$ cat src/rtl/match_controller.sv
// Pong match sequencer: serve hold, rally, point award and game-over handling.
// Drives the ball-physics reset and keeps both players' scores.
module match_controller #(
  parameter int WIN_SCORE   = 7,
  parameter int SERVE_DELAY = 60
) (
  input  logic       clk,
  input  logic       rst,
  input  logic       frameTick,
  input  logic       startBtn,
  input  logic [1:0] playerDidScore,
  output logic       physicsRstN,
  output logic [3:0] leftScore,
  output logic [3:0] rightScore,
  output logic [2:0] gameState,
  output logic [1:0] winner,
  output logic       pointPulse
);

  localparam logic [3:0] WIN_Q   = 4'(WIN_SCORE);
  localparam logic [7:0] DELAY_Q = 8'(SERVE_DELAY);

  typedef enum logic [2:0] {
    S_IDLE  = 3'd0,
    S_SERVE = 3'd1,
    S_PLAY  = 3'd2,
    S_POINT = 3'd3,
    S_OVER  = 3'd4
  } state_t;

  state_t     state_q, state_d;
  logic       start_prev_q;
  logic       armed_q, armed_d;
  logic [7:0] cnt_q, cnt_d;
  logic [1:0] latch_q, latch_d;
  logic [3:0] left_q, left_d;
  logic [3:0] right_q, right_d;
  logic [1:0] winner_q, winner_d;
  logic       phys_q, phys_d;
  logic       pulse_q, pulse_d;
  logic       guard_q, guard_d;
  logic       start_edge;

  always_comb begin
    // armed_q blocks a button held through reset from counting as a press
    start_edge = startBtn & ~start_prev_q & armed_q;
    armed_d    = armed_q | ~startBtn;
    state_d    = state_q;
    cnt_d      = cnt_q;
    latch_d    = latch_q;
    left_d     = left_q;
    right_d    = right_q;
    winner_d   = winner_q;

    case (state_q)
      S_IDLE, S_OVER: begin
        if (start_edge) begin
          left_d   = 4'd0;
          right_d  = 4'd0;
          winner_d = 2'b00;
          cnt_d    = 8'd0;
          state_d  = S_SERVE;
        end
      end
      S_SERVE: begin
        if (frameTick) begin
          if (cnt_q + 8'd1 == DELAY_Q) begin
            cnt_d   = 8'd0;
            state_d = S_PLAY;
          end else begin
            cnt_d = cnt_q + 8'd1;
          end
        end
      end
      S_PLAY: begin
        // guard_q masks stale flags while physics comes out of reset
        if (!guard_q && playerDidScore != 2'b00) begin
          latch_d = playerDidScore;
          state_d = S_POINT;
        end
      end
      S_POINT: begin
        state_d = S_SERVE;
        cnt_d   = 8'd0;
        latch_d = 2'b00;
        if (latch_q == 2'b01 && left_q < WIN_Q) begin
          left_d = left_q + 4'd1;
          if (left_d == WIN_Q) begin
            state_d  = S_OVER;
            winner_d = 2'b01;
          end
        end else if (latch_q == 2'b10 && right_q < WIN_Q) begin
          right_d = right_q + 4'd1;
          if (right_d == WIN_Q) begin
            state_d  = S_OVER;
            winner_d = 2'b10;
          end
        end
      end
      default: state_d = S_IDLE;
    endcase

    phys_d  = (state_d == S_PLAY);
    pulse_d = (state_d == S_POINT);
    guard_d = (state_d == S_PLAY) && (state_q != S_PLAY);
  end

  always_ff @(posedge clk or negedge rst) begin
    if (!rst) begin
      state_q      <= S_IDLE;
      start_prev_q <= 1'b0;
      armed_q      <= 1'b0;
      cnt_q        <= 8'd0;
      latch_q      <= 2'b00;
      left_q       <= 4'd0;
      right_q      <= 4'd0;
      winner_q     <= 2'b00;
      phys_q       <= 1'b0;
      pulse_q      <= 1'b0;
      guard_q      <= 1'b0;
    end else begin
      state_q      <= state_d;
      start_prev_q <= startBtn;
      armed_q      <= armed_d;
      cnt_q        <= cnt_d;
      latch_q      <= latch_d;
      left_q       <= left_d;
      right_q      <= right_d;
      winner_q     <= winner_d;
      phys_q       <= phys_d;
      pulse_q      <= pulse_d;
      guard_q      <= guard_d;
    end
  end

  assign physicsRstN = phys_q;
  assign leftScore   = left_q;
  assign rightScore  = right_q;
  assign gameState   = state_q;
  assign winner      = winner_q;
  assign pointPulse  = pulse_q;

endmodule

$ cat config.mk
export PLATFORM = sky130hd
export DESIGN_NAME = match_controller
export DESIGN_NICKNAME = d
export VERILOG_FILES = /design/src/rtl/match_controller.sv
export SDC_FILE = /design/constraint.sdc
export NUM_CORES = 1
export LEC_CHECK = 0
export CAP_MARGIN = 20
export CORE_UTILIZATION = 58
export CTS_CLUSTER_DIAMETER = 120
export DETAILED_ROUTE_END_ITERATION = 10
export GPL_TIMING_DRIVEN = 0
export PLACE_DENSITY = 0.87
export SYNTH_ARGS = -nofsm -noshare
export SYNTH_HDL_FRONTEND = slang
export SYNTH_SLANG_ARGS = --single-unit
$ cat constraint.sdc
create_clock -name clk -period 2.7 [get_ports clk]
set_input_delay 0.54 -clock clk [delete_from_list [all_inputs] [get_ports clk]]
set_output_delay 0.54 -clock clk [all_outputs]
set_load 0.005 [all_outputs]
==> metrics.md <==
| Metric | Value |
|---|---|
| Run status | completed |
| Placement row count | 18 |
| Grt ovf | 0 |
| Hold Fails Final Rpt | 0 |
| Final Skew | 2.91 ps |
| Num CTS Buffers | 3 |
| Async set or reset register ratio after synthesis | 100% |
| Crit path max fanout | 8 |
| Net Sw Frac | 36.7% |
| CP required | 2160 ps |
| Hold Crit Class | flip-flop to flip-flop |
| Busiest grt layer | met2 |
| H-tree depth | 1 |
| Cell family with most CP delay | buffers and inverters |
| Clock slew at reported path FFs | 140 ps |
| Initial antenna violation count | 0 |
| Most used flip-flop cell after synthesis | dfrtp_1 |
| Met1 usage | 32.7% |
| Avg Cell Area, Syn | 10.2 um^2 |
| Fraction of power consumed by combinational cells | 36.9% |
| Fin nets | 186 |
| Crit-path slowest cell | clkdlybuf4s50_1 |
| Port buffer count | 20 |
| Largest net degree at the start of global routing | 17 |
| Fin crit period | 1940 ps |
| Power Density | 691 nW/um^2 |
| Syn. warnings | 0 |
| Post-synth top area cell | dfrtp_1 |
| CTS resizes | 0 |
| GRT Overall Usage | 24.2% |
| Clock Sinks | 28 |
| # DRC | 0 |
| DIE WIDTH | 53.3 um |
| Post-CTS Setup Inserts | 0 |
| Met3 Usage GRT | 3.74% |
| IO Count | 21 |
| Syn Inst Count | 149 |
| Crit. End Element | output pin |
| Dpl hpwl | 2260 um |
| DR vias/cell | 5.89 |
| Maxcap violations | 0 |
| Seq/Total Area, Yosys | 46.0% |
| P&R area growth vs syn | 18.9% |
| Pre-antenna DRT Iters | 4 |
| Crit-path max cell delay | 560 ps |
| Placer Congestion | 0.859 |
| Vias | 1196 |
| Peak supply drop | 0.428 mV |
| Yosys top cell area share | 46.0% |
| Pre-CTS setup slack | 559 ps |
| Min-delay src | guard_q$_DFF_PN0_ |
| Vias in the first global route | 1050 |
| Clock share of power | 13.4% |
| CTS tree | yes |
| Root buffer cell | clkbuf_4 |
| Syn Nets | 160 |
| Fmax | 0.514 GHz |
| Lkg Pwr | 0.777 nW |
| Crit path buf inv count | 1 |
| Die height | 53.3 um |
| Initial Util | 61.5% |
| 1st-iter DRT viols | 23 |
| #FFs+latches synth | 28 |
| Layout filler cell count | 182 |
| Final ANT Viol Nets | 0 |
| RSZ-0062 raised after global routing | no |
| Hold buffer count at cts | 0 |
| R2R Path Start | cnt_q[0]$_DFFE_PN0P_ |
| Final setup viols | 0 |
| Switching Power | 0.460 mW |
| Clk_lat worst skew | 320 ps |
| Wire per inst | 15.0 um |
| WL final | 3040 um |
| Flop pwr share | 49.7% |
| Max-slew violations | 0 |
| Relative slew slack | 54.0% |
| Top cells by area, synth | dfrtp_1 46%, nand3_1 4.6%, ha_1 4.1% |
| CP cell instances | clkdlybuf4s50_1 |
| Top-count cell post-synth | dfrtp_1 |
| Period utilisation layout | 72.0% |
| Mapped Area | 1520 um^2 |
| Count of cell types in the netlist | 49 |
| Post-route setup slack | 755 ps |
| Setup Total Neg Slack | 0 ps |
| GR Util met2 | 39.2% |
| Worst slew pin tran | 688 ps |
| Core ar. | 2480 um^2 |
| Global-route wire length before repair | 4930 um |
| WP data arrival | 1400 ps |
| CTS Buffer Depth | 2 |
| Most frequent cells after synthesis | 28 x dfrtp_1, 16 x nand2_1, 14 x nand3_1 |
| Setup CP Type | flip-flop to output pin |
| CP Launch Point | gameState[2]$_DFF_PN0_ |
| Pint | 0.792 mW |
| Number of synthesized flops with an enable pin | 0 |
| Die footprint | 2840 um^2 |
| Share of cells above drive strength 1 | 11.0% |
| Ant diodes | 0 |
| Setup crit start kind | flip-flop |
## power groups by stage
| stage | Combinational, mW | Sequential, mW | Clock (mW) |
|---|---|---|---|
| finish | 0.462 | 0.623 | 0.168 |
| floorplan | 0.308 | 0.605 | 0 |
| detailed placement | 0.460 | 0.629 | 0 |
| global placement | 0.439 | 0.620 | 0 |
| global route | 0.512 | 0.644 | 0.186 |
| CTS | 0.462 | 0.620 | 0.171 |
## sequential cells by signal, summed over array words and instances (netlist names), 2 cells and up
name        count
cnt_q           8
rightScore      4
latch_q         2
winner          2
gameState       3
leftScore       4
## final timing paths
path,endpoint,slack (ps),depth (start not counted)
max in group asynchronous,rightScore[3]$_DFFE_PN0P_,1570,2
max reg2reg,gameState[0]$_DFF_PN0_,950,5
max,gameState[2],760,1
min reg2reg,pointPulse$_DFF_PN0_,500,1
min in group asynchronous,cnt_q[6]$_DFFE_PN0P_,620,1
min,pointPulse$_DFF_PN0_,500,1
## through the flow
step                power [mW]  hold WS, ps  util [%]  area (um^2)  std cells
finish                    1.25          505      73.1         1810        203
global route              1.34          529      73.1         1810        203
CTS                       1.25          504      73.1         1810        203
detailed placement        1.09          494      72.2         1790        200
global placement          1.06          471      71.1         1760        199
floorplan                0.913          244         -         1520        149
## routing by layer
metal / share of wire, % / wire, um
met5: 0 / 0
met4: 0.56 / 17
met3: 4.4 / 133
met2: 50 / 1510
met1: 45 / 1380
## area by class of cell
cell class	count	area, um^2	share of cell area [%]
Sequential cell	28	701	38.7
Buffer	4	33.8	1.86
Tap cell	30	37.5	2.07
Multi-Input combinational cell	112	771	42.5
Timing Repair Buffer	21	228	12.6
Clock buffer	3	22.5	1.24
Inverter	5	18.8	1.04
## layout by cell type (no fill, tap or decap), drive strengths merged, types with 5 or more instances in the layout
cell type / count
nand3: 15
nand2: 16
nand2b: 6
clkdlybuf4s50: 20
o21ai: 13
nor2: 8
dfrtp: 28
ha: 5
inv: 5
## cell families after synthesis
group / after synthesis / share of synthesized area [%]
and+or+nand+nor: 73 / 30.1
AOI/OAI and AO/OA: 32 / 15.1
DFF: 28 / 46.0
buffers and inverters: 9 / 3.45
adders and majority gates: 5 / 4.11
muxes: 2 / 1.31
Note: power is estimated with default switching activity, not from simulation.
